File: config.mk
export PLATFORM = sky130hd
export DESIGN_NAME = uart_rx_flat
export DESIGN_NICKNAME = d
export VERILOG_FILES = /design/src/rtl/uart_rx_if.sv /design/src/rtl/uart_rx.sv /design/src/flat_wrapper.sv
export SDC_FILE = /design/constraint.sdc
export NUM_CORES = 1
export LEC_CHECK = 0
export ABC_AREA = 1
export BUFFER_PORTS_ARGS = -buffer_cell sky130_fd_sc_hd__buf_2
export CAP_MARGIN = 20
export CORE_MARGIN = 2
export CORE_UTILIZATION = 50
export CTS_CLUSTER_DIAMETER = 100
export DETAILED_ROUTE_END_ITERATION = 7
export GPL_ROUTABILITY_DRIVEN = 0
export PLACE_DENSITY = 0.7
export RECOVER_POWER = 50
export SLEW_MARGIN = 20
export SYNTH_ARGS = -nofsm -noshare
export SYNTH_HDL_FRONTEND = slang
export SYNTH_SLANG_ARGS = --single-unit
export TNS_END_PERCENT = 1
File: constraint.sdc
create_clock -name clk -period 1.8 [get_ports clk]
set_input_delay 0 -clock clk [delete_from_list [all_inputs] [get_ports clk]]
set_output_delay 0 -clock clk [all_outputs]
set_load 0.05 [all_outputs]
File: src/rtl/uart_rx_if.sv
// uart_rx_if
//   Parallel-side signal bundle of the UART receiver.
//   slave  : the receiver itself (takes serial_in/byte_read, drives results)
//   master : the board/host side (drives serial_in/byte_read, observes results)
// Signals:
//   serial_in   - asynchronous serial line, idle high
//   byte_read   - host acknowledge pulse, consumes the byte and clears flags
//   data_bus    - last accepted byte
//   byte_ready  - high while data_bus holds an unread byte
//   framing_err - sticky, a stop bit was sampled low
//   overrun_err - sticky, a valid frame arrived while byte_ready was high
interface uart_rx_if #(
  parameter int WORD_SIZE = 8
);
  logic                 serial_in;
  logic                 byte_read;
  logic [WORD_SIZE-1:0] data_bus;
  logic                 byte_ready;
  logic                 framing_err;
  logic                 overrun_err;

  modport master (
    output serial_in, byte_read,
    input  data_bus, byte_ready, framing_err, overrun_err
  );

  modport slave (
    input  serial_in, byte_read,
    output data_bus, byte_ready, framing_err, overrun_err
  );
endinterface

File: src/rtl/uart_rx.sv
// uart_rx
//   Oversampling UART receiver. Synchronizes the serial line, detects a
//   start bit, samples each bit at its middle, reassembles the LSB-first
//   word and hands it to the host with a ready/acknowledge handshake.
//   Framing and overrun conditions are reported as sticky flags.
// Ports:
//   clk   - system clock, rising edge
//   rst_n - asynchronous active-low reset
//   bus   - uart_rx_if.slave (serial_in, byte_read, data_bus, byte_ready,
//           framing_err, overrun_err)
// Parameters:
//   WORD_SIZE  - data bits per frame
//   OVERSAMPLE - clock cycles per serial bit (even, >= 4)
module uart_rx #(
  parameter int WORD_SIZE  = 8,
  parameter int OVERSAMPLE = 8
) (
  input  logic     clk,
  input  logic     rst_n,
  uart_rx_if.slave bus
);

  localparam int CW = $clog2(OVERSAMPLE);
  localparam int BW = $clog2(WORD_SIZE + 1);
  localparam logic [CW-1:0] HALF_LAST = CW'(OVERSAMPLE / 2 - 1);
  localparam logic [CW-1:0] FULL_LAST = CW'(OVERSAMPLE - 1);
  localparam logic [BW-1:0] BIT_LAST  = BW'(WORD_SIZE - 1);

  typedef enum logic [1:0] {IDLE, START, DATA, STOP} state_t;

  state_t               state, state_next;
  logic                 sync1, sync2;
  logic                 rx_s;
  logic [1:0]           sync_valid;
  logic                 armed;
  logic [CW-1:0]        cnt;
  logic [BW-1:0]        bit_cnt;
  logic [WORD_SIZE-1:0] shift;
  logic                 cnt_clear;
  logic                 take_bit;
  logic                 stop_sample;

  assign rx_s = sync2;

  // State register.
  always_ff @(posedge clk or negedge rst_n) begin
    if (!rst_n) begin
      state <= IDLE;
    end else begin
      state <= state_next;
    end
  end

  // Next-state logic and per-cycle sampling strobes. The counter is cleared
  // on every sample point so each state only has to watch for one value.
  always_comb begin
    state_next  = state;
    cnt_clear   = 1'b0;
    take_bit    = 1'b0;
    stop_sample = 1'b0;
    case (state)
      IDLE: begin
        if (armed && !rx_s) begin
          state_next = START;
          cnt_clear  = 1'b1;
        end
      end
      START: begin
        if (cnt == HALF_LAST) begin
          cnt_clear  = 1'b1;
          state_next = rx_s ? IDLE : DATA;
        end
      end
      DATA: begin
        if (cnt == FULL_LAST) begin
          cnt_clear = 1'b1;
          take_bit  = 1'b1;
          if (bit_cnt == BIT_LAST) begin
            state_next = STOP;
          end
        end
      end
      STOP: begin
        if (cnt == FULL_LAST) begin
          stop_sample = 1'b1;
          state_next  = IDLE;
        end
      end
      default: state_next = IDLE;
    endcase
  end

  // Datapath: synchronizer, arming, counters, shift register and host-side
  // outputs. The synchronizer resets to idle-high, so sync_valid holds off
  // arming until both flops carry real line samples; otherwise a line that
  // is low across reset release would look like a fresh start bit.
  // A host read is applied before the stop-bit result so that a read in the
  // same cycle frees the buffer, while a framing error still wins.
  always_ff @(posedge clk or negedge rst_n) begin
    if (!rst_n) begin
      sync1           <= 1'b1;
      sync2           <= 1'b1;
      sync_valid      <= 2'b00;
      armed           <= 1'b0;
      cnt             <= '0;
      bit_cnt         <= '0;
      shift           <= '0;
      bus.data_bus    <= '0;
      bus.byte_ready  <= 1'b0;
      bus.framing_err <= 1'b0;
      bus.overrun_err <= 1'b0;
    end else begin
      sync1      <= bus.serial_in;
      sync2      <= sync1;
      sync_valid <= {sync_valid[0], 1'b1};

      if (stop_sample) begin
        armed <= 1'b0;
      end else if (sync_valid[1] && rx_s) begin
        armed <= 1'b1;
      end

      if (cnt_clear) begin
        cnt <= '0;
      end else begin
        cnt <= cnt + CW'(1);
      end

      if (state == START) begin
        bit_cnt <= '0;
      end else if (take_bit) begin
        bit_cnt <= bit_cnt + BW'(1);
      end

      if (take_bit) begin
        shift <= {rx_s, shift[WORD_SIZE-1:1]};
      end

      if (bus.byte_read) begin
        bus.byte_ready  <= 1'b0;
        bus.framing_err <= 1'b0;
        bus.overrun_err <= 1'b0;
      end

      if (stop_sample) begin
        if (!rx_s) begin
          bus.framing_err <= 1'b1;
        end else if (bus.byte_ready && !bus.byte_read) begin
          bus.overrun_err <= 1'b1;
        end else begin
          bus.data_bus   <= shift;
          bus.byte_ready <= 1'b1;
        end
      end
    end
  end

endmodule

File: src/flat_wrapper.sv
// flat-port wrapper written by rule: the top's interface ports become plain ports
module uart_rx_flat 
#(
  parameter int WORD_SIZE  = 8,
  parameter int OVERSAMPLE = 8
)
  (clk, rst_n, bus_serial_in, bus_byte_read, bus_data_bus, bus_byte_ready, bus_framing_err, bus_overrun_err);
  uart_rx_if #(.WORD_SIZE(WORD_SIZE)) bus_i ();
  input  logic clk;
  input  logic rst_n;
  input wire logic [$bits(bus_i.serial_in)-1:0] bus_serial_in;
  input wire logic [$bits(bus_i.byte_read)-1:0] bus_byte_read;
  output wire logic [$bits(bus_i.data_bus)-1:0] bus_data_bus;
  output wire logic [$bits(bus_i.byte_ready)-1:0] bus_byte_ready;
  output wire logic [$bits(bus_i.framing_err)-1:0] bus_framing_err;
  output wire logic [$bits(bus_i.overrun_err)-1:0] bus_overrun_err;
  assign bus_i.serial_in = bus_serial_in;
  assign bus_i.byte_read = bus_byte_read;
  assign bus_data_bus = bus_i.data_bus;
  assign bus_byte_ready = bus_i.byte_ready;
  assign bus_framing_err = bus_i.framing_err;
  assign bus_overrun_err = bus_i.overrun_err;
  uart_rx #(.WORD_SIZE(WORD_SIZE), .OVERSAMPLE(OVERSAMPLE)) u_core (.clk(clk), .rst_n(rst_n), .bus(bus_i));
endmodule
---- Word level (Yosys, flattened, before mapping) ----
Index checks and enable logic that the tools add are counted.
operators by class
  multiply operators ...................... 0
  muxes and demuxes ....................... 29
  eq/ne operators ......................... 11
  $add $sub $neg .......................... 2
  bitwise gates (word level) .............. 1
  shift-type cells ........................ 0
  reduce and logical (&&, ||, !) cells .... 10
  magnitude comparators ................... 0
  divide/modulo/power cells ............... 0
operators by type and width
  kind                                                                      number
  1-bit two-way mux                                                         18
  2-bit two-way mux                                                         6
  2-bit by 1-bit inequality test with 1-bit output (second input constant)  5
  4-bit two-way mux                                                         2
  2-bit case mux with 4 select lines                                        1
  5-bit AND reduction                                                       1
  4-bit by 1-bit adder with 4-bit output (second input constant)            1
  2-bit == test (second input constant)                                     2
  4-bit by 3-bit == test with 1-bit output (second input constant)          1
  2-bit nonzero test                                                        2
  3-bit by 1-bit adder with 3-bit output (second input constant)            1
  3-bit by 2-bit == test with 1-bit output (second input constant)          1
  3-bit == test (second input constant)                                     1
  1-bit logical AND                                                         3
  3-bit two-way mux                                                         1
  1-bit case mux with 3 select lines                                        1
  3-bit AND reduction                                                       1
  2-bit by 1-bit == test with 1-bit output (second input constant)          1
  1-bit logical NOT                                                         2
  2-bit logical NOT                                                         1
  1-bit inverter                                                            1
storage, ports and cells
  memory bits (read-only) ................. 0
  word-level logic and storage cells ...... 65
  bits in latches ......................... 0
  output and inout bits ................... 11
  bits in writable memories ............... 0
  flip-flop bits (word level) ............. 33
  input port bits ......................... 4
  memories kept ........................... 0

---- Depth between registers and ports, before layout ----
Gate-level depths: netlist of the first run.
  depth after elaboration ................. 5
  gate-level depth with buffers ........... 8
  gate-level depth less buffers ........... 8

---- Worst setup path before layout of the first run ----
OpenSTA, ideal clock, no wires.
  path type ............................... reg2reg
  from .................................... register u_core.cnt[0]
  to ...................................... register u_core.bus.data_bus[6]
  arrival time ............................ 1,283 ps
  period minus slack after synthesis ...... 1,357 ps
  setup time .............................. 74 ps
  path slack .............................. 443 ps
  required time ........................... 1,726 ps
  buffers on the path ..................... 1
  stages on the path, launching flop included .. 9
  cells stage by stage .................... dfrtp_1 > ha_1 > ha_1 > nand3_2 > inv_2 > nand3_4 > buf_6 > nand2_1 > o21ai_2
on the way
  word-level cells in the longest chain between the ends .. 4
ends and longest elaborated chain
  element                               line              text
  from (decl)                           uart_rx.sv:36     logic [CW-1:0] cnt;
  from (signal assigned)                uart_rx.sv:126    cnt <= cnt + CW'(1);
  3-bit == test                         uart_rx.sv:84     if (cnt == FULL_LAST) begin
  1-bit two-way mux                     uart_rx.sv:84
  1-bit two-way mux                     uart_rx.sv:61     case (state)
  3-bit AND reduction (no source line)  n/a
  to (signal assigned)                  uart_rx.sv:151    bus.data_bus <= shift;
  to (decl)                             uart_rx_if.sv:29  output data_bus, byte_ready, framing_err, overrun_err
No other way between the ends.
A chain may end at the register's enable or synchronous reset.

---- Final worst setup path of the first run ----
  from .................................... register u_core.cnt[0]
  to ...................................... register u_core.bus.data_bus[5]
The elaborated chain is that of the path after synthesis.

==> results of run 1 <==
-- power by group through the flow --
stage	clock network, uW	logic, uW	registers (uW)
2_1_floorplan	0	258	901
3_3_place_gp	0	326	894
3_5_place_dp	0	346	901
4_1_cts	410	360	891
5_1_grt	438	414	903
6_report	401	357	893
-- cells in the final DEF (no fill, tap or decap), types with 2 or more instances in the layout --
cell type,n
dfrtp_1,31
o21ai_0,8
ha_1,4
nor2_1,9
nand2_2,2
inv_1,20
clkinv_2,3
nand3_1,3
o21ai_2,14
clkbuf_4,5
dlygate4sd3_1,3
clkbuf_1,3
dfstp_2,2
buf_2,11
a21oi_1,2
nand2_1,37
-- metal layers --
metal / global-route usage, % / vias up / share of wire, %
met3: 6.12 / 5 / 5.4
met1: 21.1 / 437 / 43
met5: 0 / - / 0
met2: 27.8 / 28 / 50
li1: - / 487 / -
met4: 6.98 / 0 / 1.9
-- cell usage after synthesis (all sizes together) --
| cell type | instances |
|---|---|
| nand2 | 39 |
| dfrtp | 31 |
| o21ai | 22 |
| inv | 21 |
| nor2 | 9 |
| nand3 | 5 |
| ha | 4 |
| a21oi | 2 |
| buf | 2 |
| dfstp | 2 |
| a31oi | 1 |
| clkinv | 1 |
| conb | 1 |
| nand4 | 1 |
| o211ai | 1 |
-- stage by stage --
stage               power (uW)  util (%)  hold slack (ps)  instances  cell area, um2
floorplan                 1160         -             -296        142            1410
detailed placement        1250      55.4             94.8        186            1500
CTS                       1660      58.4              259        197            1580
global placement          1220      55.4             83.1        186            1500
finish                    1650      58.4              265        197            1580
global route              1760      58.4              317        197            1580
-- state kept, by name (all words and copies together), names as in the netlist, named ones only --
signal and count:
u_core.shift 8, u_core.bus.framing_err 1, u_core.rx_s 1, u_core.bus.overrun_err 1, u_core.bus.byte_ready 1, u_core.armed 1
u_core.bit_cnt 4, u_core.bus.data_bus 8, u_core.sync_valid 2, u_core.cnt 3, u_core.state 1, u_core.sync1 1
-- area by class of cell --
| class | instances | area (um2) | area share (%) |
|---|---|---|---|
| Sequential cell | 33 | 828 | 52.4 |
| Clock buffer | 6 | 41.3 | 2.61 |
| Tap cell | 31 | 38.8 | 2.45 |
| Inverter | 22 | 83.8 | 5.30 |
| Timing Repair Buffer | 18 | 105 | 6.65 |
| Clock inverter | 2 | 10.0 | 0.633 |
| Multi-Input combinational cell | 85 | 474 | 30.0 |
-- critical path, cell delays in order (launching register included) --
cell and delay, ps:
dfrtp_1 390, ha_1 200, ha_1 250, nand3_2 120, inv_2 90, nand3_4 190, nand2_1 140, o21ai_2 50
-- kinds of logic (layout without fill, tap and decap cells) --
group	after synthesis	count (layout)	synth area share, %
AO/OA/AOI/OAI	26	26	13.2
buffers and inverters	24	48	7.55
adder cells (fa/ha/maj)	4	4	3.55
flip-flops	33	33	58.8
other	1	1	0.266
AND/OR/NAND/NOR	54	54	16.6
-- final timing paths --
kind,startpoint,end,depth (start not counted),slack [ps]
setup / recovery,u_core.cnt[0],u_core.bus.data_bus[5],7,260
hold / removal,rst_n,u_core.bus.overrun_err,2,260
setup reg to reg,u_core.cnt[0],u_core.bus.data_bus[5],7,260
hold reg to reg,u_core.sync_valid[0],u_core.sync_valid[1],0,360
max in group asynchronous,rst_n,u_core.bus.data_bus[5],2,1020
min in group clk,bus_serial_in,u_core.sync1,2,330
==> reports/results.tsv, run 1 <==
metric	value	unit
status	completed	
max_cap viols	0	
RSZ-0062 raised after global routing	no	
PortBufs	14	
Crit path arrival time	1770	ps
Setup WS post-layout	265	ps
# rows	19	
CTS max path bufs	2	
Final period util	85.3	%
Core Area	0.00271	mm2
net count after synthesis	150	
postcts setup bufs	0	
area leader, netlist	dfrtp_1	
layout cells sized above 1	25.3	%
Flop pwr share	54.1	%
Setup Viol. Count Final	0	
Slew Limit Fails	0	
crit start category	flip-flop	
Tmin final	1540	ps
routed len/inst	11.9	um
insertion delay to the later sink of the worst-skew pair	340	ps
initial core utilization	52.0	%
Worst Clk Skew	6.68	ps
endpoints failing hold	0	
f_max	651	MHz
clock group share of total power	24.3	%
Synth cell types	20	
post-CTS sizing	0	
Synth top area share	55.1	%
Worst Hold Class	in -> async	
NetSw	552	uW
post-synthesis cell area	0.00141	mm2
Worst-Margin Slew	799	ps
clk sink count	33	
ANT cells	0	
largest net degree at the start of global routing	34	
worst endpoint required time	2030	ps
Avg Inst Size Synth	9.92	um2
die area	0.00326	mm2
Die Span Y	57.1	um
drt first-iter violations	47	
Seq/Total Area, Yosys	58.8	%
routed wire length	2.34	mm
Setup Total Neg Slack	0	ps
VDD IR max	0.774	mV
CP Max Fanout	16	
CTS root buffer	clkbuf_4	
P_leak	0.000800	uW
combinational power share	21.6	%
Power Internal	1100	uW
# DRC	0	
via count	957	
fillcell total	237	
ranking of synthesized cells by area	dfrtp_1 (55%), nand2_1 (9.9%), o21ai_2 (8.7%)	
Final #Nets	173	
vias per cell	4.86	
GRT Resource Usage Total	17.2	%
area grow syn2layout	12.3	%
DIE WIDTH	57.1	um
WS Path Type	reg -> reg	
clock slew at reported path FFs	100	ps
GRT overflow	0	
Routed Antenna Nets	0	
vias in the first global route	924	
H-tree levels	2	
Inserted Clock Buffers	5	
Mapped Cells	142	
FF+latch count, synth	33	
Switching Share	33.5	%
dpl ws	303	ps
Syn. warnings	0	
hold buffers post-CTS	3	
first-pass GRT wire length	4.19	mm
normalized max-slew margin	46.7	%
initial antenna violation count	0	
CTS tree	done	
1st-pass router iterations	4	
IO Count	15	
DPL Wire Length	1.54	mm
CP Capture Type	flip-flop	
Pwr Density	1040	mW/mm2
No activity file was read; power rests on OpenSTA's default activity.
==> inputs of run 2 (changes only) <==
--- a/config.mk
+++ b/config.mk
@@ -10,11 +10,12 @@
 export CAP_MARGIN = 20
 export CORE_MARGIN = 2
 export CORE_UTILIZATION = 50
-export CTS_CLUSTER_DIAMETER = 100
+export CTS_CLUSTER_DIAMETER = 120
 export DETAILED_ROUTE_END_ITERATION = 7
 export GPL_ROUTABILITY_DRIVEN = 0
-export PLACE_DENSITY = 0.7
+export PLACE_DENSITY_LB_ADDON = 0.25
 export RECOVER_POWER = 50
+export SETUP_SLACK_MARGIN = 0.4
 export SLEW_MARGIN = 20
 export SYNTH_ARGS = -nofsm -noshare
 export SYNTH_HDL_FRONTEND = slang
==> run 2 against run 1 <==
Effect of this change:
- flip-flop and latch count did not move
- maximum frequency up 10%
- combinational power up 2%
==> reports/results.tsv, run 2 (synthesized netlist as in run 1, its figures left out) <==
metric	value	unit
Worst Hold Class	in -> async	
Pwr Density	1030	mW/mm2
Tmin final	1390	ps
H-tree levels	2	
GRT Resource Usage Total	16.8	%
VDD IR max	0.675	mV
CP Max Fanout	9	
Slew Limit Fails	0	
CTS tree	done	
Post-Layout Cell Count	198	
Power Total	1660	uW
area grow syn2layout	14.9	%
Core Area	0.00271	mm2
die area	0.00326	mm2
most frequent cells in the layout	nand2_1 (37), dfrtp_1 (31), inv_1 (20)	
GR Util met3	6.12	%
insertion delay to the later sink of the worst-skew pair	340	ps
Die Span Y	57.1	um
final hold slack	271	ps
Crit path arrival time	1650	ps
# rows	19	
CTS root buffer	clkbuf_4	
GRT overflow	0	
routed wire length	2.35	mm
Post-DP Area	0.00150	mm2
clock group share of total power	24.3	%
Power Internal	1100	uW
Final #Nets	174	
Inserted Clock Buffers	5	
via count	994	
critical-path cell list	ha_1 > ha_4 > nand2_2 > buf_4 > nand2_1 > o21ai_2	
vias per cell	5.02	
1st-pass router iterations	6	
Worst-Margin Slew	796	ps
slowest cell delay on critical path	400	ps
combinational power share	21.9	%
Routed Antenna Nets	0	
largest net degree at the start of global routing	34	
Setup Total Neg Slack	0	ps
first-pass GRT wire length	4.15	mm
clk sink count	33	
Switching Share	33.5	%
vias in the first global route	979	
RSZ-0062 raised after global routing	yes	
clock slew at reported path FFs	110	ps
CP Capture Type	flip-flop	
Final period util	77.2	%
Placed Cells	186	
P_leak	0.000798	uW
routed len/inst	11.9	um
M2 GR Usage	27.6	%
layout cells sized above 1	26.9	%
Setup Viol. Count Final	0	
final instance area	0.00162	mm2
Flop pwr share	53.8	%
CP max stage cell	dfrtp_1	
NetSw	557	uW
DPL Wire Length	1.56	mm
normalized max-slew margin	46.9	%
max_cap viols	0	
top flop regs	u_core.bus.data_bus: 8 flops, u_core.shift: 8 flops, u_core.bit_cnt: 4 flops	
# DRC	0	
status	completed	
crit start category	flip-flop	
DIE WIDTH	57.1	um
Worst Clk Skew	9.50	ps
IO Count	15	
worst endpoint required time	2060	ps
endpoints failing hold	0	
gr busiest metal	met2	
PortBufs	14	
f_max	720	MHz
initial core utilization	52.0	%
met1 track demand over resource	19.5	%
initial antenna violation count	0	
most common cell after layout, fill and taps aside	nand2_1	
ANT cells	0	
CTS max path bufs	2	
drt first-iter violations	25	
WS Path Type	reg -> reg	
==> run 2: final cells by class <==
class / count / area [um2]
Fill cell: 241 / 1090
Sequential cell: 33 / 828
Multi-Input combinational cell: 86 / 504
Timing Repair Buffer: 18 / 105
Inverter: 22 / 87.6
Tap cell: 31 / 38.8
Clock buffer: 5 / 37.5
Clock inverter: 3 / 17.5
==> run 2: power groups by stage <==
stage                     combinational, uW  clock, uW  sequential (uW)
after detailed placement                346          0              898
after CTS                               358        419              887
after floorplan                         258          0              901
after global placement                  327          0              894
after global routing                    437        440              904
final                                   364        403              893
==> run 2: layer usage <==
layer | vias up | wire [um]
met2 | 22 | 1160
met3 | 10 | 113
met5 | - | 0
met1 | 469 | 1020
li1 | 493 | -
met4 | 0 | 63
==> run 2: timing repair <==
| action | in CTS | in global routing |
|---|---|---|
| hold buffers | 3 | 0 |
| hold endpoints to repair | 34 | 0 |
| setup endpoints to repair | 16 | 25 |
| resized for setup | 3 | 3 |
| gates cloned | 1 | 0 |
| setup buffers | 0 | 0 |
==> run 2: worst paths after layout <==
kind / startpoint / end / slack, ps / cells past startpoint
min in group clk: bus_serial_in / u_core.sync1 / 300 / 2
min reg2reg: u_core.sync_valid[0] / u_core.sync_valid[1] / 360 / 0
max: u_core.cnt[0] / u_core.shift[1] / 410 / 6
min: rst_n / u_core.shift[7] / 270 / 2
max reg2reg: u_core.cnt[0] / u_core.shift[1] / 410 / 6
max in group asynchronous: rst_n / u_core.bus.framing_err / 1030 / 2
==> run 2: critical path, delay by kind of cell, from the launching register on <==
kind	cells	cell delay (ps)
AOI/OAI and AO/OA	1	60
DFF	1	400
adders and majority gates	2	430
buffers and inverters	1	210
and+or+nand+nor	2	230
==> run 2: metrics by stage <==
| step | setup slack [ps] | utilization (%) |
|---|---|---|
| global placement | 397 | 55.4 |
| CTS | 401 | 59.4 |
| floorplan | 443 | - |
| finish | 410 | 59.7 |
| global route | 326 | 59.7 |
| detailed placement | 316 | 55.4 |
